**config.mk**
```make
export PLATFORM = sky130hd
export DESIGN_NAME = mutative_miss_handler
export DESIGN_NICKNAME = d
export VERILOG_FILES = /design/src/rtl/mutative_miss_handler.sv
export SDC_FILE = /design/constraint.sdc
export NUM_CORES = 1
export LEC_CHECK = 0
export CORE_AREA = 2 2 470 472
export DETAILED_ROUTE_END_ITERATION = 16
export DIE_AREA = 0 0 472 474
export GPL_ROUTABILITY_DRIVEN = 0
export GPL_TIMING_DRIVEN = 0
export SLEW_MARGIN = 20
export SYNTH_ARGS = -nofsm -noshare
export SYNTH_HDL_FRONTEND = slang
export SYNTH_SLANG_ARGS = --single-unit
export TNS_END_PERCENT = 10
```
**constraint.sdc**
```tcl
create_clock -name clk -period 4.6 [get_ports clk]
set_input_delay 0.69 -clock clk [delete_from_list [all_inputs] [get_ports clk]]
set_output_delay 0.69 -clock clk [all_outputs]
set_load 0.02 [all_outputs]
```
**src/rtl/mutative_miss_handler.sv**
```systemverilog
// Cache miss handler: optional dirty-victim writeback, line fetch, a single
// array fill cycle with a PLRU touch, then a one-cycle done pulse.
// Saturating counters track accepted misses and writebacks.
module mutative_miss_handler #(
  parameter int WAYS         = 8,
  parameter int WAY_IDX_BITS = 3,
  parameter int LINE_BITS    = 256
) (
  input  logic                    clk,
  input  logic                    rst_n,
  input  logic                    miss_req,
  input  logic [31:0]             miss_addr,
  input  logic [WAY_IDX_BITS-1:0] evict_way,
  input  logic                    victim_valid,
  input  logic                    victim_dirty,
  input  logic [31:0]             victim_addr,
  input  logic [LINE_BITS-1:0]    victim_data,
  output logic                    mem_read,
  output logic                    mem_write,
  output logic [31:0]             mem_addr,
  output logic [LINE_BITS-1:0]    mem_wdata,
  input  logic [LINE_BITS-1:0]    mem_rdata,
  input  logic                    mem_resp,
  output logic [WAYS-1:0]         fill_we,
  output logic [LINE_BITS-1:0]    fill_data,
  output logic [31:0]             fill_addr,
  output logic                    plru_touch,
  output logic [WAY_IDX_BITS-1:0] plru_way,
  output logic                    busy,
  output logic                    done,
  output logic [15:0]             miss_cnt,
  output logic [15:0]             wb_cnt
);

  typedef enum logic [2:0] {
    S_IDLE  = 3'd0,
    S_WB    = 3'd1,
    S_FETCH = 3'd2,
    S_FILL  = 3'd3,
    S_DONE  = 3'd4
  } state_t;

  state_t                  state_q, state_d;
  logic [31:0]             miss_addr_q;
  logic [31:0]             victim_addr_q;
  logic [LINE_BITS-1:0]    victim_data_q;
  logic [WAY_IDX_BITS-1:0] way_q;
  logic [LINE_BITS-1:0]    fill_data_q;
  logic [31:0]             fill_addr_q;
  logic [WAY_IDX_BITS-1:0] plru_way_q;
  logic [15:0]             miss_cnt_q, miss_cnt_d;
  logic [15:0]             wb_cnt_q, wb_cnt_d;
  logic                    accept_s;
  logic                    wb_needed_s;
  logic                    fetch_done_s;

  // Counters stop at all-ones instead of wrapping.
  function automatic logic [15:0] sat_inc(input logic [15:0] v);
    sat_inc = (v == 16'hFFFF) ? v : (v + 16'd1);
  endfunction

  // One-hot way select for the fill write enable.
  function automatic logic [WAYS-1:0] way_onehot(input logic [WAY_IDX_BITS-1:0] w);
    way_onehot = {{(WAYS-1){1'b0}}, 1'b1} << w;
  endfunction

  // A miss is only taken in IDLE; requests while busy are ignored.
  assign accept_s     = (state_q == S_IDLE) && miss_req;
  // An invalid victim never needs writing back, whatever its dirty bit says.
  assign wb_needed_s  = victim_valid && victim_dirty;
  assign fetch_done_s = (state_q == S_FETCH) && mem_resp;

  assign fill_data = fill_data_q;
  assign fill_addr = fill_addr_q;
  assign plru_way  = plru_way_q;
  assign miss_cnt  = miss_cnt_q;
  assign wb_cnt    = wb_cnt_q;

  // State register.
  always_ff @(posedge clk or negedge rst_n) begin
    if (!rst_n) begin
      state_q <= S_IDLE;
    end else begin
      state_q <= state_d;
    end
  end

  // Next-state logic; mem_resp only matters in WB and FETCH.
  always_comb begin
    state_d = state_q;
    case (state_q)
      S_IDLE: begin
        if (accept_s) begin
          state_d = wb_needed_s ? S_WB : S_FETCH;
        end else begin
          state_d = S_IDLE;
        end
      end
      S_WB: begin
        if (mem_resp) begin
          state_d = S_FETCH;
        end else begin
          state_d = S_WB;
        end
      end
      S_FETCH: begin
        if (mem_resp) begin
          state_d = S_FILL;
        end else begin
          state_d = S_FETCH;
        end
      end
      S_FILL:  state_d = S_DONE;
      S_DONE:  state_d = S_IDLE;
      default: state_d = S_IDLE;
    endcase
  end

  // Output decode from the current state and latched miss context.
  always_comb begin
    mem_read   = 1'b0;
    mem_write  = 1'b0;
    mem_addr   = 32'd0;
    mem_wdata  = {LINE_BITS{1'b0}};
    fill_we    = {WAYS{1'b0}};
    plru_touch = 1'b0;
    busy       = 1'b1;
    done       = 1'b0;
    case (state_q)
      S_IDLE: busy = 1'b0;
      S_WB: begin
        mem_write = 1'b1;
        mem_addr  = victim_addr_q;
        mem_wdata = victim_data_q;
      end
      S_FETCH: begin
        mem_read = 1'b1;
        mem_addr = miss_addr_q;
      end
      S_FILL: begin
        fill_we    = way_onehot(plru_way_q);
        plru_touch = 1'b1;
      end
      S_DONE:  done = 1'b1;
      default: busy = 1'b0;
    endcase
  end

  // Saturating miss / writeback counter next values.
  always_comb begin
    miss_cnt_d = miss_cnt_q;
    wb_cnt_d   = wb_cnt_q;
    if (accept_s) begin
      miss_cnt_d = sat_inc(miss_cnt_q);
      if (wb_needed_s) begin
        wb_cnt_d = sat_inc(wb_cnt_q);
      end else begin
        wb_cnt_d = wb_cnt_q;
      end
    end else begin
      miss_cnt_d = miss_cnt_q;
      wb_cnt_d   = wb_cnt_q;
    end
  end

  // Counter registers.
  always_ff @(posedge clk or negedge rst_n) begin
    if (!rst_n) begin
      miss_cnt_q <= 16'd0;
      wb_cnt_q   <= 16'd0;
    end else begin
      miss_cnt_q <= miss_cnt_d;
      wb_cnt_q   <= wb_cnt_d;
    end
  end

  // Latch the miss context on acceptance; the fill outputs load when the
  // fetch completes and then hold until the next fill.
  always_ff @(posedge clk or negedge rst_n) begin
    if (!rst_n) begin
      miss_addr_q   <= 32'd0;
      victim_addr_q <= 32'd0;
      victim_data_q <= {LINE_BITS{1'b0}};
      way_q         <= {WAY_IDX_BITS{1'b0}};
      fill_data_q   <= {LINE_BITS{1'b0}};
      fill_addr_q   <= 32'd0;
      plru_way_q    <= {WAY_IDX_BITS{1'b0}};
    end else begin
      if (accept_s) begin
        miss_addr_q   <= miss_addr;
        victim_addr_q <= victim_addr;
        victim_data_q <= victim_data;
        way_q         <= evict_way;
      end
      if (fetch_done_s) begin
        fill_data_q <= mem_rdata;
        fill_addr_q <= miss_addr_q;
        plru_way_q  <= way_q;
      end
    end
  end

endmodule

```
=== Word-level counts from Yosys, hierarchy flattened ===
Index checks and enable logic that the tools add are counted.
W data, S select, Z words.

* Order comparisons: 0
* Bitwise gates (word level): 2
* Equal/unequal tests: 6
* Div/mod/pow operators: 0
* Multiplexer cells: 13
* Reduce and logical (&&, ||, !) cells: 7
* Add/subtract/negate cells: 2
* Shifts and indexed selects: 1
* Multiply operators: 0

{| class="wikitable"
|+ Operators with widths
! kind !! count
|-
| $mux W256 || 1
|-
| $pmux W32 S2 || 1
|-
| $add A16 B1 Y16 const B || 2
|-
| $eq A16 B16 Y1 const B || 2
|-
| $pmux W3 S4 || 1
|-
| $mux W8 || 1
|-
| $shl A1 B3 Y8 const A || 1
|-
| $eq A3 B2 Y1 const B || 2
|-
| $mux W1 || 6
|-
| $mux W2 || 3
|-
| $reduce_or A4 Y1 || 1
|-
| $eq A3 B1 Y1 const B || 1
|-
| $eq A3 B3 Y1 const B || 1
|-
| $logic_and A1 B1 Y1 || 3
|-
| $logic_not A3 Y1 || 1
|-
| $reduce_and A3 Y1 || 1
|-
| $not A1 Y1 || 2
|-
| $reduce_and A2 Y1 || 1
|}

* Latch bits: 0
* Memories kept: 0
* Logic and storage cells: 41
* Bits of input ports: 585
* RAM bits: 0
* Bits in registers: 649
* Output and inout bits: 624
* ROM bits: 0

=== Logic depth before layout (Yosys ltp) ===
* Depth after elaboration: 4
* Depth in mapped cells: 8
* Mapped depth without buffers: 5

=== Worst setup path after synthesis ===
Ideal clock, no wire load.

* Path type: flip-flop to output port
* Start: register state_q[2]
* End: output mem_addr[17]
* Path slack: 2.094 ns
* Buffers on the path: 2
* Arrival time: 1.816 ns
* Data required time: 3.910 ns
* Cell stages (with the launch flop): 5
* Cells stage by stage: dfrtp_1 -> buf_6 -> nor3b_1 -> clkbuf_1 -> a22o_1

* Cells in the longest elaborated chain, start to end: 2
* Elaborated cells on any way between the ends: 3
* Classes of those cells: eq/ne (2); mux (1)

{| class="wikitable"
|+ RTL lines
! element !! line !! text
|-
| start, declared || 43 || <nowiki>state_t state_q, state_d;</nowiki>
|-
| start signal, assigned || 84 || <nowiki>state_q <= state_d;</nowiki>
|-
| $eq A3 B2 Y1 / $eq A3 B1 Y1 (equally long branches) || 129 || <nowiki>case (state_q)</nowiki>
|-
| $pmux W32 S2 * || 129 ||
|-
| end, declared || 20 || <nowiki>output logic [31:0] mem_addr,</nowiki>
|}

Every way passes the cells marked *; elsewhere a longest branch is shown, timed or not.

=== Worst setup path after layout ===
* Start: register state_q[1]
* End: output mem_wdata[138]

* Cells in the longest elaborated chain, start to end: 2

{| class="wikitable"
|+ RTL lines
! element !! line !! text
|-
| $eq A3 B1 Y1 || 129 ||
|-
| $mux W256 || 129 ||
|-
| end, declared || 21 || <nowiki>output logic [LINE_BITS-1:0] mem_wdata,</nowiki>
|}

Every way passes these cells.

==> metrics.yaml <==
required_ps: 3910
count_of_placed_standard_cells_in_the_final_layout_fillers_left_out: 7355
count_of_clock_tree_sinks: 649
io_buf_count: 1208
tritoncts.num_buffers: 80
critical_path_buf_inv_count: 4
timing.critical_path.arrival_ps: 3580
first_iter_violations: 1865
syn-instance-count: 3100
clock_tree.htree_level_count: 3
worst_r2r_startpoint: "state_q[2]"
fin_worst_hold_slack_ps: 436
ant_nets: 0
p_sw_uw: 12600
relSlewSlack_pct: 30.2
drt_drc_violations_left: 0
cpPeakStageDelay_ps: 820
synth-main-ff-cell: "sky130_fd_sc_hd__dfrtp_1"
dp.cells: 7191
layout_worst_path_cycle_share_pct: 92.8
cell_internal_pwr_uw: 17500
ios: 1209
m1WireLength_um: 56800
die-width_um: 472
floorplan.rows: 172
timing.max_cap.violations: 0
path_delay_family: "buffers and inverters"
ys.warnings.count: 0
placed_wire_length_estimate_after_detailed_placement_um: 129000
detailroute.wirelength.met2_um: 72400
track_usage_pct: 13.4
totalWireLength_um: 156000
post_route_cells_drive_above_1_share_pct: 4.43
critPathSlowestCell: "sky130_fd_sc_hd__clkdlybuf4s50_1"
dr.max_layer_used: "met5"
synth_area_um2: 26700
crit_path_cell_trace: "nor3b_4, buf_12, clkbuf_2, clkbuf_1, and2_1, clkdlybuf4s50_1"
total_via_count_after_detailed_routing: 26600
cts-root-buf: "sky130_fd_sc_hd__clkbuf_16"
fmax_ghz: 0.234
core_um2: 219000
worst_skew_late_latency_ps: 690
die_y_um: 474
irDropWorstVdd_mv: 0.337
maxSlewViolCount: 0
syn2layout_area_growth_pct: 70.6
drt-wirelength-per-cell_um: 21.1
start_util_pct: 12.2
overflow: 0
crit_start: "state_q[1]"
comb_power_share_pct: 44.8
cp_max_fo: 10
worst_hold_path_class: "in -> async"
synth.distinct_cells: 38
viasPerCell: 3.62
finalHoldViolCount: 0
flop_and_latch_count_out_of_synthesis: 649
power_density_nw_per_um2: 662
die-area_um2: 224000
synth-edff-count: 0
grt_setup_unrepaired: "no"
average_cell_area_after_synthesis_um2: 8.60
proportion_of_synthesized_chip_area_in_sequential_cells_pct: 60.9
cts_tree: "built"
clock_power_share_pct: 22.0
timing.final.crit_period_ps: 4270
sequentialPowerShare_pct: 33.2
cp-end-kind: "output port"
outcome: "finished, final reports clean"
skew_ps: 18.8
antenna_found_initial: 56
setup_viol_count_final: 0
swShare_pct: 41.9
grt_start_max_net_pins: 99
p_leak_uw: 0.0209
clkTransAtPathRegs_ps: 60
synth.net_count: 3687
critical_path_class: "reg -> out"
drt-pass1-iter-count: 6
setup.worst_path.start_class: "register"
grt_first_pass_wirelength_um: 211000
max-clock-path-buffers: 3
nNetsFinal: 4991
first_global_vias: 27000
async_flop_share_pct: 100
tightestPinTransition_ps: 1030
dr_wl_met3_um: 18200
[kinds of logic (layout without fill, tap and decap cells)]
group	after synthesis	in the layout	share of synthesized area (%)
buffers and inverters	174	1541	2.60
XOR/XNOR	20	20	0.657
multiplexers	6	6	0.253
adder cells (fa/ha/maj)	2	2	0.0938
other	0	17	0
AO/OA/AOI/OAI	51	51	1.51
flip-flops	649	649	60.9
AND/OR/NAND/NOR	2198	2198	34.0
[power by group through the flow]
stage	logic [uW]	registers (uW)	clock network [uW]
4_1_cts	13700	9940	6860
3_5_place_dp	13600	10000	0
3_3_place_gp	13500	9990	0
5_1_grt	14600	10300	7090
6_report	13500	9990	6620
2_1_floorplan	4950	11000	0
[synthesized netlist by cell type (4+ instances only)]
library cell | number | area [um2]
sky130_fd_sc_hd__nor4_1 | 5 | 31.3
sky130_fd_sc_hd__and3_1 | 4 | 25.0
sky130_fd_sc_hd__dfrtp_1 | 649 | 16200
sky130_fd_sc_hd__nor2_1 | 18 | 67.6
sky130_fd_sc_hd__mux2_2 | 6 | 67.6
sky130_fd_sc_hd__a31oi_1 | 5 | 31.3
sky130_fd_sc_hd__nor3b_1 | 4 | 30.0
sky130_fd_sc_hd__nor3_1 | 12 | 60.1
sky130_fd_sc_hd__nand2b_1 | 5 | 31.3
sky130_fd_sc_hd__nand3_1 | 15 | 75.1
sky130_fd_sc_hd__a22o_1 | 32 | 280
sky130_fd_sc_hd__nand2_1 | 1858 | 6970
sky130_fd_sc_hd__xor2_1 | 14 | 123
sky130_fd_sc_hd__clkbuf_1 | 146 | 548
sky130_fd_sc_hd__xnor2_1 | 6 | 52.6
sky130_fd_sc_hd__nand4_1 | 7 | 43.8
sky130_fd_sc_hd__buf_2 | 27 | 135
sky130_fd_sc_hd__and2_1 | 258 | 1610
sky130_fd_sc_hd__a21oi_1 | 6 | 30.0
[stage by stage]
step	total power, uW	area (um2)	setup TNS, ps	setup slack, ps	util (%)
4_1_cts	30500	45400	0	147	20.8
3_5_place_dp	23600	42700	-1950	-398	19.5
3_3_place_gp	23400	42300	-	-27640	19.4
6_report	30100	45500	0	331	20.8
2_1_floorplan	15900	26700	0	2090	-
5_1_grt	32000	45500	0	51.0	20.8
[routing by layer]
layer,GRT usage [%],up-vias
met4,6.68,42
met3,5.97,286
li1,-,12100
met2,22.0,1418
met5,0,-
met1,14.5,12800
[final timing paths]
kind / endpoint / slack [ps] / depth (start not counted)
min in group clk: victim_data_q[8] / 460 / 2
worst min register to register: victim_data_q[8] / 460 / 2
worst min-delay path: fill_data[228] / 440 / 2
worst max-delay path: mem_wdata[138] / 330 / 6
worst max register to register: victim_addr_q[5] / 980 / 8
max in group asynchronous: victim_data_q[99] / 2000 / 6
[area by class of cell]
type,instances,area [um2]
fillers,23900,173000
flip-flops and latches,649,16200
repair buffers,1222,12400
multi-input cells,2277,9750
well taps,2871,3590
clock buffers,110,2260
plain buffers,174,722
clock inverters,35,470
diodes,17,42.5
[placed cells by master (no fill, tap or decap), types with 8 or more instances in the layout]
cell type	Yosys	final
sky130_fd_sc_hd__buf_2	27	27
sky130_fd_sc_hd__clkdlybuf4s50_1	0	1204
sky130_fd_sc_hd__clkinv_2	0	16
sky130_fd_sc_hd__nor2_1	18	18
sky130_fd_sc_hd__and2_1	258	258
sky130_fd_sc_hd__clkbuf_1	146	146
sky130_fd_sc_hd__clkbuf_2	0	14
sky130_fd_sc_hd__a22o_1	32	32
sky130_fd_sc_hd__xor2_1	14	14
sky130_fd_sc_hd__nand3_1	15	15
sky130_fd_sc_hd__nor3_1	12	12
sky130_fd_sc_hd__nand2_1	1858	1858
sky130_fd_sc_hd__buf_16	0	8
sky130_fd_sc_hd__clkbuf_8	0	16
sky130_fd_sc_hd__diode_2	0	17
sky130_fd_sc_hd__clkbuf_16	0	80
sky130_fd_sc_hd__dfrtp_1	649	649
[state kept, by name, summed over array words and instances, names as in the netlist]
register / cells
miss_cnt: 16
way_q: 3
victim_data_q: 256
plru_way: 3
fill_addr: 32
state_q: 3
victim_addr_q: 32
fill_data: 256
miss_addr_q: 32
wb_cnt: 16
[timing repair]
action / in CTS / in global routing
hold buffers: 1 / 0
resized for setup: 12 / 0
buffers inserted: 1 / 0
endpoints found under the hold margin: 25 / 0
endpoints found under the setup margin: 197 / 0
Note: power is estimated with default switching activity, not from simulation.
